===== src/rtl/pipe_hazard_fwd.sv =====
// Hazard unit for a 5-stage in-order pipeline. It keeps shadow copies of the EX/MEM/WB control,
// drives operand forwarding, load-use stalls and branch flushes, and counts stalls and flushes.
module pipe_hazard_fwd #(
    parameter int XLEN   = 32,
    parameter int RAW    = 5,
    parameter int CNTW   = 16,
    parameter int FWD_EN = 1
) (
    input  logic            clk,
    input  logic            reset,
    input  logic            id_valid,
    input  logic [RAW-1:0]  id_rs,
    input  logic [RAW-1:0]  id_rt,
    input  logic            id_uses_rs,
    input  logic            id_uses_rt,
    input  logic [RAW-1:0]  id_rd,
    input  logic            id_regwrite,
    input  logic            id_memread,
    input  logic            branch_taken,
    input  logic [XLEN-1:0] ex_opa,
    input  logic [XLEN-1:0] ex_opb,
    input  logic [XLEN-1:0] mem_alu,
    input  logic [XLEN-1:0] wb_data,
    output logic            stall,
    output logic            flush_ifid,
    output logic            flush_idex,
    output logic            flush_exmem,
    output logic [1:0]      fwd_a,
    output logic [1:0]      fwd_b,
    output logic [XLEN-1:0] ex_a,
    output logic [XLEN-1:0] ex_b,
    output logic [CNTW-1:0] stall_count,
    output logic [CNTW-1:0] flush_count
);

    typedef struct packed {
        logic           valid;
        logic [RAW-1:0] rd;
        logic           regwrite;
        logic           memread;
    } stg_t;

    typedef struct packed {
        stg_t           c;
        logic [RAW-1:0] rs;
        logic [RAW-1:0] rt;
        logic           uses_rs;
        logic           uses_rt;
    } ex_stg_t;

    localparam bit FWD = (FWD_EN != 0);

    ex_stg_t         ex_q, ex_d;
    stg_t            mem_q, mem_d, wb_q, wb_d;
    logic [CNTW-1:0] stall_count_q, stall_count_d;
    logic [CNTW-1:0] flush_count_q, flush_count_d;

    logic ex_src, mem_src, wb_src;
    logic ex_hit, mem_hit;

    // A stage can supply a value only if it really writes a non-zero register.
    assign ex_src  = ex_q.c.valid && ex_q.c.regwrite && (ex_q.c.rd != '0);
    assign mem_src = mem_q.valid && mem_q.regwrite && (mem_q.rd != '0);
    assign wb_src  = wb_q.valid && wb_q.regwrite && (wb_q.rd != '0);

    assign ex_hit  = ex_src && ((id_uses_rs && id_rs == ex_q.c.rd) ||
                                (id_uses_rt && id_rt == ex_q.c.rd));
    assign mem_hit = mem_src && ((id_uses_rs && id_rs == mem_q.rd) ||
                                 (id_uses_rt && id_rt == mem_q.rd));

    always_comb begin
        fwd_a = 2'b00;
        fwd_b = 2'b00;
        if (FWD) begin
            if (ex_q.uses_rs) begin
                if (mem_src && mem_q.rd == ex_q.rs)     fwd_a = 2'b10;
                else if (wb_src && wb_q.rd == ex_q.rs)  fwd_a = 2'b01;
            end
            if (ex_q.uses_rt) begin
                if (mem_src && mem_q.rd == ex_q.rt)     fwd_b = 2'b10;
                else if (wb_src && wb_q.rd == ex_q.rt)  fwd_b = 2'b01;
            end
        end
    end

    always_comb begin
        stall = 1'b0;
        if (FWD) stall = id_valid && ex_hit && ex_q.c.memread;
        else     stall = id_valid && (ex_hit || mem_hit);
        if (branch_taken) stall = 1'b0;
    end

    assign flush_ifid  = branch_taken;
    assign flush_idex  = branch_taken;
    assign flush_exmem = branch_taken;

    always_comb begin
        case (fwd_a)
            2'b10:   ex_a = mem_alu;
            2'b01:   ex_a = wb_data;
            default: ex_a = ex_opa;
        endcase
        case (fwd_b)
            2'b10:   ex_b = mem_alu;
            2'b01:   ex_b = wb_data;
            default: ex_b = ex_opb;
        endcase
    end

    // Bubbles are stored as all-zero entries so stale register fields can never match.
    always_comb begin
        ex_d = '0;
        if (id_valid && !stall && !branch_taken) begin
            ex_d.c.valid    = 1'b1;
            ex_d.c.rd       = id_rd;
            ex_d.c.regwrite = id_regwrite;
            ex_d.c.memread  = id_memread;
            ex_d.rs         = id_rs;
            ex_d.rt         = id_rt;
            ex_d.uses_rs    = id_uses_rs;
            ex_d.uses_rt    = id_uses_rt;
        end
        mem_d = branch_taken ? '0 : ex_q.c;
        wb_d  = mem_q;

        stall_count_d = stall_count_q;
        if (stall && stall_count_q != '1) stall_count_d = stall_count_q + CNTW'(1);
        flush_count_d = flush_count_q;
        if (branch_taken && flush_count_q != '1) flush_count_d = flush_count_q + CNTW'(1);
    end

    always_ff @(posedge clk or posedge reset) begin
        if (reset) begin
            ex_q          <= '0;
            mem_q         <= '0;
            wb_q          <= '0;
            stall_count_q <= '0;
            flush_count_q <= '0;
        end else begin
            ex_q          <= ex_d;
            mem_q         <= mem_d;
            wb_q          <= wb_d;
            stall_count_q <= stall_count_d;
            flush_count_q <= flush_count_d;
        end
    end

    assign stall_count = stall_count_q;
    assign flush_count = flush_count_q;

    // The WB load flag is kept for pipeline visibility only.
    logic unused_wb_memread;
    assign unused_wb_memread = wb_q.memread;

endmodule


===== config.mk =====
export PLATFORM = sky130hd
export DESIGN_NAME = pipe_hazard_fwd
export DESIGN_NICKNAME = d
export VERILOG_FILES = /design/src/rtl/pipe_hazard_fwd.sv
export SDC_FILE = /design/constraint.sdc
export NUM_CORES = 1
export LEC_CHECK = 0
export ABC_AREA = 1
export ABC_CLOCK_PERIOD_IN_PS = 1800
export BUFFER_PORTS_ARGS = -buffer_cell sky130_fd_sc_hd__buf_2
export CORE_AREA = 2 2 110 112
export CTS_CLUSTER_SIZE = 16
export DETAILED_ROUTE_END_ITERATION = 10
export DIE_AREA = 0 0 112 114
export HOLD_SLACK_MARGIN = 0.1
export PLACE_DENSITY = 0.78
export SYNTH_ARGS = -nofsm -noshare
export SYNTH_HDL_FRONTEND = slang
export SYNTH_SLANG_ARGS = --single-unit
export TNS_END_PERCENT = 50

===== constraint.sdc =====
create_clock -name clk -period 1.8 [get_ports clk]
set_input_delay 0 -clock clk [delete_from_list [all_inputs] [get_ports clk]]
set_output_delay 0 -clock clk [all_outputs]
set_load 0.01 [all_outputs]

==> flow_metrics.py <==
metrics = {
    "status": {
        "status": "finished, violations left",
        "violations": "setup timing",
    },
    "setup_path": {
        "reg2reg_slack_ns": 0.14,
        "path_buf_inv": 4,
        "reg2reg_from": "stall_count[0]$_DFFE_PP0P_",
        "cp_data_required_time_ns": 1.80,
        "end_kind": "output port",
        "critPathMaxStageDelay_ns": 0.43,
        "critPathMaxFanout": 14,
        "critPathSlowestCell": "dfrtp_1",
        "start_kind": "register",
        "arrival_ns": 2.39,
        "critPathKind": "reg2out",
        "path_cells": "nor3_2 -> nand2_1 -> nand3_2 -> nor2_1 -> nand2_1 -> nand4_1 -> inv_2 -> ha_4 -> inv_8 -> buf_16 -> nor2_1 -> a21oi_2 -> buf_2",
        "timing.rr.end": "stall_count[5]$_DFFE_PP0P_",
        "cp_top_family": "simple AND/OR/NAND/NOR gates",
        "ff2ff_path_depth": 10,
    },
    "pwr": {
        "power.leakage_nw": 4.07,
        "cellInternalPower_mw": 3.44,
        "combPwrFrac": 0.226,
        "seqPwrFrac": 0.358,
        "power_mw": 4.83,
        "powerDensity_nw_per_um2": 593,
        "ir_drop_mv": 0.850,
        "p_switching_mw": 1.39,
        "switching_share": 0.288,
        "pwr-share-clk": 0.415,
    },
    "clock_network": {
        "cts_tree": "yes",
        "insertion_delay_ns": 0.33,
        "cts_buffers": 9,
        "clkTransAtPathRegs_ns": 0.05,
        "root_buffer": "clkbuf_16",
        "clock_path_buffers": 2,
        "htree_levels": 3,
        "cts_sinks": 66,
    },
    "synth": {
        "synth_top_flop_cell": "dfrtp_1",
        "netlist_top_cells_area": "dfrtp_1, a21oi_1, nand2_1",
        "syn_area_um2": 4770,
        "synth.most_common_cell": "nand2_1",
        "synth_commonest_cells": "nand2_1, nor2_1, a21oi_1",
        "syn_inst": 723,
        "synth_edf_count": 0,
        "syn_area_per_cell_um2": 6.60,
        "yosys_warnings": 0,
        "synth_cell_types": 32,
        "synth_nets": 880,
        "synthArstFlopShare": 1.00,
        "ys_seq_area_frac": 0.346,
        "synth_seq_cells": 66,
        "netlist.top_cell.by_area": "dfrtp_1",
        "yosysTopAreaCellShare": 0.346,
    },
    "timing": {
        "period_share": 1.33,
        "worstMarginPinSlew_ns": 0.342,
        "fin_skew_ns": 0.00496,
        "setup_tns_ns": -34.28,
        "relSlewSlack": 0.770,
        "maxSlewViolCount": 0,
        "hold_violations": 0,
        "max_freq_ghz": 0.419,
        "setup_ws_ns": -0.585,
        "setup_viol": 65,
        "rsz0062_at_grt": "yes",
        "post-route-min-period_ns": 2.39,
    },
    "floorplan": {
        "ios": 255,
        "placementRows": 40,
        "die_w_um": 112,
        "chipHeight_um": 114,
        "dieArea_um2": 12800,
        "core-area_um2": 11700,
        "start_util": 0.407,
    },
    "global_routing": {
        "grt_pass1_wl_mm": 28.8,
        "grt_pass1_vias": 5885,
        "grt_usage": 0.283,
        "grt_max_degree": 67,
        "grt_overflow": 0,
        "antenna_found_initial": 1,
    },
    "layout": {
        "syn_to_final_growth_pct": 70.9,
        "fin_util": 0.696,
        "final_cells": 1175,
        "final_net_count": 1179,
        "drive_above_1_share": 0.516,
        "n_fill_cell": 886,
    },
    "placed_design": {
        "gp_congestion": 1.04,
        "dp_cells": 1113,
        "port_buffers": 254,
        "hpwl_mm": 12.5,
    },
    "detailed_routing": {
        "ant_nets": 0,
        "drc": 0,
        "wirelength_mm": 20.1,
        "via_count": 6279,
        "vias_per_cell": 5.34,
        "wl_per_cell_um": 17.1,
        "drt_iter0_drc": 562,
        "firstDrtPassIters": 6,
    },
    "min_path": {
        "hold_end": "ex_q[19]$_DFF_PP0_",
        "hold_path_depth": 6,
        "hold_path.class": "in2reg",
        "hold_start": "id_valid",
    },
    "job": {
        "cap_violations": 0,
    },
}
power by group through the flow:
stage          clock (mW)  combinational, mW  sequential (mW)
2_1_floorplan           0              0.504             1.77
3_3_place_gp            0              0.966             1.74
3_5_place_dp            0              0.980             1.75
4_1_cts              2.02               1.05             1.73
5_1_grt              2.10               1.19             1.75
6_report             2.01               1.09             1.73
stage by stage:
stage | hold WS [ns] | setup slack, ns | area (um^2)
after detailed placement | 0.0971 | -0.279 | 6640
final | 0.217 | -0.585 | 8150
after CTS | 0.201 | -0.536 | 7760
after global routing | 0.252 | -0.742 | 8150
after global placement | 0.0933 | -0.270 | 6640
after floorplan | 0.0918 | -0.0451 | 5120
logic make-up after synthesis:
| logic type | synth area share |
|---|---|
| compound gates | 0.156 |
| flops | 0.346 |
| simple gates | 0.319 |
| fa+ha+maj | 0.0157 |
| xor+xnor | 0.0695 |
| buf+inv | 0.0936 |
worst min-delay path, stage by stage:
cell and delay, ns:
buf_2 0.11, inv_1 0.05, nor2_1 0.05, nand2_1 0.11
buf_12 0.16, inv_2 0.03
layout make-up:
cell class,count,area (um^2),share of cell area
Multi-Input combinational cell,548,3400,0.417
Timing Repair Buffer,322,2270,0.278
Sequential cell,66,1650,0.203
Inverter,75,299,0.0367
Clock buffer,10,229,0.0281
Tap cell,147,184,0.0226
Clock inverter,6,114,0.0140
Antenna cell,1,2.50,0.000307
flip-flops by register name, summed over array words and instances, names as in the netlist:
signal,count
ex_q,20
mem_q,7
stall_count,16
wb_q,7
flush_count,16
how the worst max path moves through the flow:
stage	startpoint	cells past startpoint	to	slack, ns
2_1_floorplan	mem_q[2]$_DFF_PP0_	12	ex_b[12]	-0.05
3_3_place_gp	wb_q[6]$_DFF_PP0_	11	ex_a[14]	-0.27
3_5_place_dp	mem_q[3]$_DFF_PP0_	11	ex_b[0]	-0.28
4_1_cts	mem_q[4]$_DFF_PP0_	12	ex_b[7]	-0.54
5_1_grt	mem_q[5]$_DFF_PP0_	12	ex_a[3]	-0.74
6_report	mem_q[4]$_DFF_PP0_	13	ex_a[9]	-0.59
cell usage in the layout, fill, tap and decap left out, drive strengths merged, types with 6 or more instances in the layout:
| cell type | n |
|---|---|
| nand2 | 176 |
| dlygate4sd3 | 21 |
| inv | 76 |
| a21oi | 130 |
| clkbuf | 16 |
| o21ai | 14 |
| xnor2 | 12 |
| nor2 | 142 |
| xor2 | 25 |
| nand3 | 20 |
| dfrtp | 66 |
| ha | 6 |
| buf | 295 |
| nand4 | 9 |
| nor3 | 6 |
what timing repair did:
action                                  4_1_cts  5_1_grt
pin swaps                                    19       14
resized for setup                            83       62
cloned                                        6        6
hold endpoints to repair                     92        0
buffers inserted                             13        2
endpoints found under the setup margin       67       82
hold buffers                                 21        0
per-layer routing:
| metal | global-route usage | part of all wire | vias up |
|---|---|---|---|
| met4 | 0.144 | 0.055 | 0 |
| met2 | 0.533 | 0.52 | 390 |
| met5 | 0 | 0 | - |
| met3 | 0.0579 | 0.080 | 102 |
| li1 | - | - | 2886 |
| met1 | 0.300 | 0.35 | 2901 |
No activity file was read; power rests on OpenSTA's default activity.
